File: src/rtl/div_hilo_sched.sv
// div_hilo_sched: EX-stage result-select decode and multi-cycle DIVU sequencer with HI/LO hazard stall
//   clk          rising-edge clock
//   reset        asynchronous active-low reset
//   ex_valid     EX stage holds a valid instruction
//   ex_alu_op    ALUOp of the EX instruction (2'b10 = R-type)
//   ex_funct     function field of the EX instruction
//   divisor_zero EX-stage divisor is zero, sampled at DIVU issue
//   stall        hold IF/ID/EX (combinational)
//   div_start    one-cycle divider operand load
//   div_run      divider iterating
//   div_cnt      divider iteration index
//   hilo_we      one-cycle HI/LO write
//   mux_sel      00 ALU, 01 shifter, 10 HI, 11 LO (combinational)
//   busy         sequencer not idle
//   div_zero     sticky zero-divisor flag of the last DIVU
module div_hilo_sched #(
  parameter int DIV_CYCLES = 32,
  parameter int CNT_W = 7
) (
  input  logic             clk,
  input  logic             reset,
  input  logic             ex_valid,
  input  logic [1:0]       ex_alu_op,
  input  logic [5:0]       ex_funct,
  input  logic             divisor_zero,
  output logic             stall,
  output logic             div_start,
  output logic             div_run,
  output logic [CNT_W-1:0] div_cnt,
  output logic             hilo_we,
  output logic [1:0]       mux_sel,
  output logic             busy,
  output logic             div_zero
);
  typedef enum logic [1:0] {IDLE = 2'd0, RUN = 2'd1, WB = 2'd2} state_t;
  localparam logic [5:0] F_DIVU = 6'b011011;
  localparam logic [5:0] F_MFHI = 6'b010000;
  localparam logic [5:0] F_MFLO = 6'b010010;
  localparam logic [5:0] F_SLL  = 6'b000000;
  localparam logic [CNT_W-1:0] LAST = CNT_W'(DIV_CYCLES - 1);
  state_t state;
  logic rtype, is_divu, is_mfhi, is_mflo, is_sll;
  assign rtype     = ex_valid && ex_alu_op == 2'b10;
  assign is_divu   = rtype && ex_funct == F_DIVU;
  assign is_mfhi   = rtype && ex_funct == F_MFHI;
  assign is_mflo   = rtype && ex_funct == F_MFLO;
  assign is_sll    = rtype && ex_funct == F_SLL;
  assign busy      = state != IDLE;
  assign div_start = state == IDLE && is_divu;
  assign div_run   = state == RUN;
  assign hilo_we   = state == WB;
  // Any HI/LO consumer or a new DIVU must wait until the divider has written back.
  assign stall     = (is_divu || is_mfhi || is_mflo) && busy;
  assign mux_sel   = is_sll ? 2'b01 : is_mfhi ? 2'b10 : is_mflo ? 2'b11 : 2'b00;
  always_ff @(posedge clk or negedge reset) begin
    if (!reset) begin
      state    <= IDLE;
      div_cnt  <= '0;
      div_zero <= 1'b0;
    end else begin
      case (state)
        IDLE: if (is_divu) begin
          div_zero <= divisor_zero;
          div_cnt  <= '0;
          // A zero divisor has a trivial result, so iteration is skipped.
          state    <= divisor_zero ? WB : RUN;
        end
        RUN: if (div_cnt == LAST) begin
          state   <= WB;
          div_cnt <= '0;
        end else div_cnt <= div_cnt + CNT_W'(1);
        WB: state <= IDLE;
        default: state <= IDLE;
      endcase
    end
  end
endmodule

File: config.mk
export PLATFORM = sky130hd
export DESIGN_NAME = div_hilo_sched
export DESIGN_NICKNAME = d
export VERILOG_FILES = /design/src/rtl/div_hilo_sched.sv
export SDC_FILE = /design/constraint.sdc
export NUM_CORES = 1
export LEC_CHECK = 0
export ABC_AREA = 1
export ABC_CLOCK_PERIOD_IN_PS = 1300
export CORE_UTILIZATION = 38
export DETAILED_ROUTE_END_ITERATION = 10
export GPL_ROUTABILITY_DRIVEN = 0
export GPL_TIMING_DRIVEN = 0
export PLACE_DENSITY = 0.74
export SLEW_MARGIN = 25
export SYNTH_ARGS = -nofsm -noshare
export SYNTH_HDL_FRONTEND = slang
export SYNTH_SLANG_ARGS = --single-unit
File: constraint.sdc
create_clock -name clk -period 1.3 [get_ports clk]
set_clock_uncertainty 0.05 [all_clocks]
set_input_delay 0.39 -clock clk [delete_from_list [all_inputs] [get_ports clk]]
set_output_delay 0.39 -clock clk [all_outputs]
set_load 0.01 [all_outputs]
==> impl_metrics.tcl, run 1 <==
set metrics [dict create \
    synth_edf_count 0 \
    grt_usage_pct 24.5 \
    cp_slowest_stage_delay_ns 0.41 \
    synth_fa_ha_area_share_pct 1.84 \
    nNetsFinal 163 \
    placed_cell_area_mm2 0.00104 \
    drtIter0Drc 17 \
    synthMuxAreaShare_pct 0 \
    slew_headroom_pct 67.0 \
    hold_buffers 0 \
    cpLargestDelayFamily "flip-flops" \
    critPathRequiredTime_ns 0.86 \
    synth_compound_area_share_pct 5.15 \
    layout_common_cells "20 x nand2_1, 15 x nand3_1, 15 x buf_2, 14 x buf_4, 13 x buf_6" \
    drc 0 \
    die_w_um 44.3 \
    r2r_start "state[0]$_DFFE_PN0P_" \
    grt_pass1_vias 815 \
    syn_inst 97 \
    synth_xor_area_share_pct 0 \
    die_height_um 44.3 \
    finalSetupViolCount 13 \
    syn2layout_area_growth_pct 87.3 \
    port_buffers 26 \
    ir_worst_vdd_mv 0.382 \
    finalHoldViolCount 0 \
    syn_avg_cell_area_um2 7.02 \
    arrival_ns 1.21 \
    yosysWarningCount 0 \
    core_mm2 0.00159 \
    post_drt_via_cell_ratio 5.23 \
    rsz0062_at_grt "true" \
    synth-seq-cells 10 \
    maxCapViolations 0 \
    layout-drive-gt1-share_pct 57.0 \
    dpl_worst_slack_ns -1.12 \
    die-area_mm2 0.00196 \
    placed_cells 147 \
    cp_slowest_cell "dfrtp_1" \
    violations "negative setup slack" \
    antenna_found_initial 0 \
    fin_crit_ns 1.65 \
    wire_per_inst_um 13.3 \
    ys.flop_type "dfrtp_1" \
    grt_overflow_total 0 \
    cp_num_buf_inv 4 \
    max_clock_freq_mhz 606 \
    wl_um 2290 \
    synth_nets 110 \
    cts_tree "done" \
    layout_commonest_cell "nand2_1" \
    fin_crit_sh_pct 127 \
    fin_cells 173 \
    synth_top_family_by_area "simple AND/OR/NAND/NOR gates" \
    num_rows 14 \
    start_kind "register" \
    grt_max_degree 11 \
    clk_latency_ns 0.27 \
    numClockSinks 10 \
    pin_count 27 \
    crit_chain "buf_4, buf_6, inv_4, nor2_4, buf_6" \
    synth_simple_gate_area_share_pct 48.0 \
    vias 904 \
    firstDrtPassIters 4 \
    stdcell_area_mm2 0.00127 \
    synth_area_um2 681 \
    start_util_pct 42.7 \
    crit_type "register to output pin" \
    htree_levels 1 \
    tightestPinTransition_ns 0.494 \
    outcome "finished with violations" \
    numCtsBuffers 3 \
    n_antenna_cell 0 \
    cpMostUsedCell "buf_6" \
    synth-seq-area-share_pct 36.8 \
    clock-root-buffer "clkbuf_4" \
    async_reset_ff_share_pct 100 \
    reg2reg_depth 8 \
    cts.path.max_buffers 2 \
    rr_endpoint "div_cnt[6]$_DFFE_PN0P_" \
    end_kind "output pin" \
    cellPowerDensity_mw_per_mm2 600 \
    dpl.hpwl_um 1330 \
    clkSlewWorstSetupHoldPaths_ns 0.07 \
    rrSetupSlack_ns -0.02 \
    critPathMaxFanout 3 \
    worst_slack_ns -0.351 \
    slew_viol_final 0 \
    min_path_type "input port to asynchronous set/reset pin" \
    netlist-cell-type-count 20 \
    ant_nets 0 \
    grt_first_pass_wirelength_um 3480 \
    leakage_uw 0.000696 \
]
==> Yosys cell counts, types with 2 or more instances <==
library cell,count,share of area [%]
dfrtp_1,10,37
inv_1,12,6.6
inv_2,3,1.7
nand2_1,25,14
nand2_2,4,3.7
nand3_1,17,12
nand4_1,2,1.8
nor2_1,8,4.4
nor2_4,2,3.3
nor3_1,2,1.5
o21ai_1,2,1.5
o21bai_1,2,2.2
==> layout make-up <==
class | count | area (µm²)
clock buffer | 4 | 36.3
fill | 112 | 319
inverter | 15 | 66.3
multi-input combinational | 72 | 498
sequential | 10 | 251
tap | 24 | 30.0
timing repair buffer | 48 | 393
==> metal layers <==
metal	up-vias	part of all wire (%)	global-route usage (%)
met4	0	2.1	9.70
li1	421	-	-
met2	40	52	42.9
met3	8	5.8	4.49
met5	-	0	0
met1	435	40	29.4
==> cells by family after synthesis <==
group	Yosys count
AOI/OAI and AO/OA	6
buffers and inverters	15
DFF	10
adders and majority gates	1
and+or+nand+nor	65
==> worst max path at each step <==
| stage | startpoint | to | cells after the start | slack, ns |
|---|---|---|---|---|
| 3_3_place_gp | ex_valid | stall | 6 | -1.10 |
| 2_1_floorplan | ex_funct[3] | mux_sel[0] | 5 | -0.10 |
| 5_1_grt | state[0]$_DFFE_PN0P_ | stall | 5 | -0.37 |
| 4_1_cts | ex_funct[5] | mux_sel[0] | 8 | -0.30 |
| 6_report | state[0]$_DFFE_PN0P_ | div_run | 5 | -0.35 |
| 3_5_place_dp | ex_funct[3] | stall | 6 | -1.12 |
==> sequential cells by signal, indices dropped and copies added (netlist names) <==
signal and cells:
div_cnt 7, state 2, div_zero 1
==> metrics by stage <==
stage	util (%)	hold WS [ns]	power, µW	setup TNS, ns
after floorplan	-	0.0444	370	-0.153
after global placement	65.2	0.438	434	-9.49
after detailed placement	65.2	0.439	436	-9.87
after CTS	75.6	0.413	746	-1.62
after global routing	80.0	0.445	788	-2.65
final	80.0	0.399	765	-2.23
==> power by group <==
group          internal, µW  total, µW  leakage [µW]  switching, µW
registers               316        320      0.000138           3.97
clock network           170        293     0.0000210            123
logic                  76.1        153      0.000538           76.5
total                   562        765      0.000696            203
==> timing repair <==
action,CTS,global route
endpoints found under the setup margin,25,15
gates cloned,0,1
resized for setup,119,13
setup buffers,18,3
pin swaps,16,10
(Power assumes the default switching activity.)
==> run 2, diff against run 1 <==
--- a/config.mk
+++ b/config.mk
@@ -9,2 +9,3 @@
 export ABC_CLOCK_PERIOD_IN_PS = 1300
+export CAP_MARGIN = 20
 export CORE_UTILIZATION = 38
--- a/constraint.sdc
+++ b/constraint.sdc
@@ -4,2 +4,2 @@
 set_output_delay 0.39 -clock clk [all_outputs]
-set_load 0.01 [all_outputs]
+set_load 0.02 [all_outputs]
==> run 2 against run 1 <==
The run still ends with negative setup slack left. Setup slack improved by 0.014 ns. Core utilization is 0.16 points higher. Non-clock buffer count decreased by 6. Clock power is essentially flat. Sequential power up 2%. Critical path type unchanged.
==> impl_metrics.tcl, run 2 (same netlist as run 1, synthesis figures left out) <==
set metrics [dict create \
    drc 0 \
    post_drt_via_cell_ratio 4.92 \
    die-area_mm2 0.00196 \
    clkSlewWorstSetupHoldPaths_ns 0.07 \
    dpl.hpwl_um 1300 \
    ir_worst_vdd_mv 0.504 \
    violations "negative setup slack" \
    outcome "finished with violations" \
    clk_latency_ns 0.27 \
    cts.path.max_buffers 2 \
    core_mm2 0.00159 \
    numCtsBuffers 3 \
    clkPwrFrac_pct 38.0 \
    internal_power_uw 557 \
    finalHoldViolCount 0 \
    cts_tree "done" \
    tns_ns -1.64 \
    layout_commonest_cell "nand2_1" \
    fillCellCount 115 \
    rr_endpoint "state[1]$_DFFE_PN0P_" \
    crit_type "register to output pin" \
    final_util_pct 80.1 \
    grt_max_degree 11 \
    arrival_ns 1.20 \
    ant_nets 0 \
    vias 821 \
    start_kind "register" \
    hold_buffers 0 \
    pwr-share-comb_pct 19.5 \
    worst_slack_ns -0.337 \
    placed_cells 147 \
    numClockSinks 10 \
    cp_slowest_stage_delay_ns 0.46 \
    finalSetupViolCount 8 \
    critPathMaxFanout 3 \
    grt_pass1_vias 786 \
    grt_usage_pct 22.8 \
    tightestPinTransition_ns 0.472 \
    wl_um 2100 \
    rrSetupSlack_ns 0.05 \
    slew_headroom_pct 68.4 \
    n_antenna_cell 0 \
    layout_common_cells "20 x nand2_1, 15 x nand3_1, 15 x buf_6, 13 x buf_4, 10 x buf_2" \
    leakage_uw 0.000656 \
    max_clock_freq_mhz 611 \
    top_regs "div_cnt (7), state (2), div_zero (1)" \
    cp_num_buf_inv 2 \
    maxCapViolations 0 \
    regMostFlops "div_cnt" \
    rsz0062_at_grt "true" \
    crit_chain "nor2_4, buf_4, a21oi_4, buf_6" \
    syn2layout_area_growth_pct 87.7 \
    die_height_um 44.3 \
    cp_slowest_cell "dfrtp_1" \
    grt_overflow_total 0 \
    slew_viol_final 0 \
    grt_first_pass_wirelength_um 3260 \
    seqPwrFrac_pct 42.5 \
    fin_crit_ns 1.64 \
    r2r_start "div_cnt[0]$_DFFE_PN0P_" \
    largest_reg_flops 7 \
    drtIter0Drc 13 \
    fin_crit_sh_pct 126 \
    layout-drive-gt1-share_pct 57.3 \
    wire_per_inst_um 12.6 \
    cellPowerDensity_mw_per_mm2 598 \
    num_rows 14 \
    fin_cells 167 \
    nNetsFinal 157 \
    critPathRequiredTime_ns 0.86 \
    pin_count 27 \
    reg2reg_depth 7 \
    dpl_worst_slack_ns -1.34 \
    clock-root-buffer "clkbuf_4" \
    htree_levels 1 \
    firstDrtPassIters 4 \
    port_buffers 26 \
    cpLargestDelayFamily "flip-flops" \
    antenna_found_initial 0 \
    min_path_type "input port to asynchronous set/reset pin" \
    end_kind "output pin" \
    switching_share_pct 27.2 \
    p_sw_uw 208 \
    die_w_um 44.3 \
    start_util_pct 42.7 \
]
==> run 2: cell types whose count changed in the layout (fill, tap and decap cells not counted), sizes merged <==
cell	change
buf	-5
clkdlybuf4s15	-1
==> run 2: metal layers <==
metal	GRT usage [%]	vias up	part of all wire, %
met1	27.3	379	42
met2	36.8	29	52
li1	-	409	-
met3	5.71	4	4.5
met5	0	-	0
met4	13.3	0	1.2
==> run 2: power by group through the flow <==
stage / Sequential (µW) / Clock, µW / Combinational [µW]
final: 325 / 291 / 149
after global routing: 326 / 310 / 161
after floorplan: 333 / 0 / 52.0
after detailed placement: 329 / 0 / 126
after global placement: 329 / 0 / 124
after CTS: 325 / 297 / 136
==> run 2: through the flow <==
stage	hold slack [ns]	power [µW]	area, µm²
CTS	0.388	757	1210
global placement	0.436	453	1090
finish	0.383	765	1280
floorplan	0.0444	385	801
detailed placement	0.443	455	1090
global route	0.425	797	1280
==> run 2: how the worst max path moves through the flow <==
stage	start	end	slack (ns)	cells after the start
2_1_floorplan	ex_funct[3]	mux_sel[0]	-0.23	5
3_3_place_gp	ex_funct[5]	stall	-1.32	7
3_5_place_dp	ex_funct[5]	stall	-1.34	7
4_1_cts	ex_alu_op[0]	stall	-0.32	7
5_1_grt	state[0]$_DFFE_PN0P_	stall	-0.37	4
6_report	state[0]$_DFFE_PN0P_	stall	-0.34	4
==> run 2: what timing repair did <==
action	in CTS	in global routing
pin swaps	11	13
setup endpoints to repair	25	13
gates resized for setup	128	15
buffers inserted	13	3
==> run 2: cell type report <==
| cell class | instances | area, µm² | share of cell area (%) |
|---|---|---|---|
| Timing Repair Buffer | 42 | 362 | 28.3 |
| Tap cell | 24 | 30.0 | 2.35 |
| Clock buffer | 4 | 36.3 | 2.84 |
| Multi-Input combinational cell | 72 | 512 | 40.1 |
| Sequential cell | 10 | 254 | 19.9 |
| Inverter | 15 | 83.8 | 6.56 |
==> run 3, diff against run 2 <==
Settings changed: CORE_UTILIZATION 38 to 35, PLACE_DENSITY 0.74 to 0.69.
==> run 3 against run 2 <==
The run still ends with negative setup slack left. Sequential power is essentially flat. Routed wire length grew 11%. Clock power shrank 15%. Combinational power grew 14%. Global-route usage shrank 0.79 points. Core utilization shrank 4.4 points. Via count grew 2.9%. Critical endpoint unchanged. Largest cell class unchanged.
==> impl_metrics.tcl, run 3 (same netlist as run 1, synthesis figures left out) <==
set metrics [dict create \
    max_clock_freq_mhz 605 \
    slew_headroom_pct 67.6 \
    port_buffers 26 \
    drtIter0Drc 9 \
    start_kind "input port" \
    start_util_pct 38.2 \
    grt_usage_pct 22.0 \
    core_mm2 0.00178 \
    grt_overflow_total 0 \
    firstDrtPassIters 4 \
    final_util_pct 75.8 \
    r2r_start "div_cnt[1]$_DFFE_PN0P_" \
    nNetsFinal 159 \
    post_drt_via_cell_ratio 4.97 \
    syn2layout_area_growth_pct 98.5 \
    violations "negative setup slack" \
    critPathMaxFanout 3 \
    fin_crit_ns 1.65 \
    grt_max_degree 11 \
    use_met2_pct 36.6 \
    pin_count 27 \
    min_path_type "input port to asynchronous set/reset pin" \
    drc 0 \
    reg2reg_depth 7 \
    placed_cells 148 \
    clock-root-buffer "clkbuf_4" \
    cts_tree "done" \
    grt_first_pass_wirelength_um 3250 \
    tightestPinTransition_ns 0.484 \
    layout_commonest_cell "nand2_1" \
    largest_reg_flops 7 \
    clk_latency_ns 0.28 \
    cellPowerDensity_mw_per_mm2 548 \
    maxCapViolations 0 \
    fin_crit_sh_pct 127 \
    die-area_mm2 0.00213 \
    outcome "finished with violations" \
    fin_cells 170 \
    clkSlewWorstSetupHoldPaths_ns 0.07 \
    crit_type "input port to output pin" \
    grt_most_used_layer "met2" \
    tns_ns -1.71 \
    htree_levels 1 \
    leakage_uw 0.000678 \
    num_rows 15 \
    vias 845 \
    rsz0062_at_grt "true" \
    layout-drive-gt1-share_pct 60.7 \
    placed_cell_area_mm2 0.00109 \
    finalSetupViolCount 10 \
    rrSetupSlack_ns -0.01 \
    numCtsBuffers 3 \
    dpl_worst_slack_ns -1.34 \
    finalHoldViolCount 0 \
    hold_buffers 0 \
    worst_slack_ns -0.354 \
    wl_um 2330 \
    rr_endpoint "state[1]$_DFFE_PN0P_" \
    critPathRequiredTime_ns 0.86 \
    numClockSinks 10 \
    die_w_um 46.1 \
    die_height_um 46.1 \
    dpl.hpwl_um 1330 \
    grt_pass1_vias 750 \
    regMostFlops "div_cnt" \
    end_kind "output pin" \
    wire_per_inst_um 13.7 \
    arrival_ns 1.21 \
    layout_common_cells "21 x nand2_1, 15 x buf_6, 14 x buf_4, 13 x nand3_1, 11 x buf_2" \
    antenna_found_initial 0 \
    n_antenna_cell 0 \
    stdcell_area_mm2 0.00135 \
    ant_nets 0 \
    met1_usage_pct 25.6 \
    cts.path.max_buffers 2 \
    fillCellCount 119 \
    top_regs "div_cnt (7), state (2), div_zero (1)" \
    ir_worst_vdd_mv 0.485 \
    gr-usage-met3_pct 4.71 \
    slew_viol_final 0 \
]
==> run 3: cell count changes in the layout (fill, tap and decap cells not counted), sizes merged <==
cell,change
inv,-1
clkbuf,-1
buf,+3
clkinv,+1
==> run 3: worst max path at each step <==
| stage | from | to | slack, ns | cells past startpoint |
|---|---|---|---|---|
| 6_report | ex_alu_op[0] | stall | -0.35 | 7 |
| 5_1_grt | ex_alu_op[0] | stall | -0.38 | 7 |
| 4_1_cts | ex_alu_op[0] | stall | -0.32 | 7 |
| 3_5_place_dp | ex_alu_op[0] | stall | -1.34 | 7 |
| 3_3_place_gp | ex_funct[5] | stall | -1.33 | 7 |
| 2_1_floorplan | ex_funct[3] | mux_sel[0] | -0.23 | 5 |
==> run 3: routing by layer <==
layer	wire length (µm)	part of all wire (%)	vias to the layer above
li1	-	-	408
met1	920	40	402
met2	1240	53	28
met3	109	4.7	7
met4	57	2.5	0
met5	0	0	-
==> run 3: timing repair <==
item	CTS	global route
buffers inserted	13	6
pin swaps	12	22
setup endpoints to repair	25	14
gates resized for setup	127	27
==> run 3: report_power, final <==
group          internal (µW)  switching, µW
Sequential               316           7.86
Combinational           81.2           89.3
Clock                    119            126
==> run 3: through the flow <==
step                      power [µW]  hold WS (ns)
after CTS                        713         0.389
after floorplan                  385        0.0444
after global routing             767         0.421
final                            740         0.383
after global placement           453         0.439
after detailed placement         455         0.456
==> run 3: worst max-delay path: stages <==
cell     delay, ns
buf_12        0.11
inv_12        0.04
nand3_4       0.08
nor2_4        0.17
nand3_2       0.11
a21oi_4       0.17
buf_6         0.13
==> run 3: final cells by class <==
| cell class | instances | area [µm²] | area share [%] |
|---|---|---|---|
| tap | 25 | 31.3 | 2.31 |
| sequential | 10 | 255 | 18.9 |
| clock buffer | 4 | 26.3 | 1.94 |
| inverter | 15 | 93.8 | 6.94 |
| timing repair buffer | 44 | 389 | 28.8 |
| multi-input combinational | 72 | 556 | 41.1 |
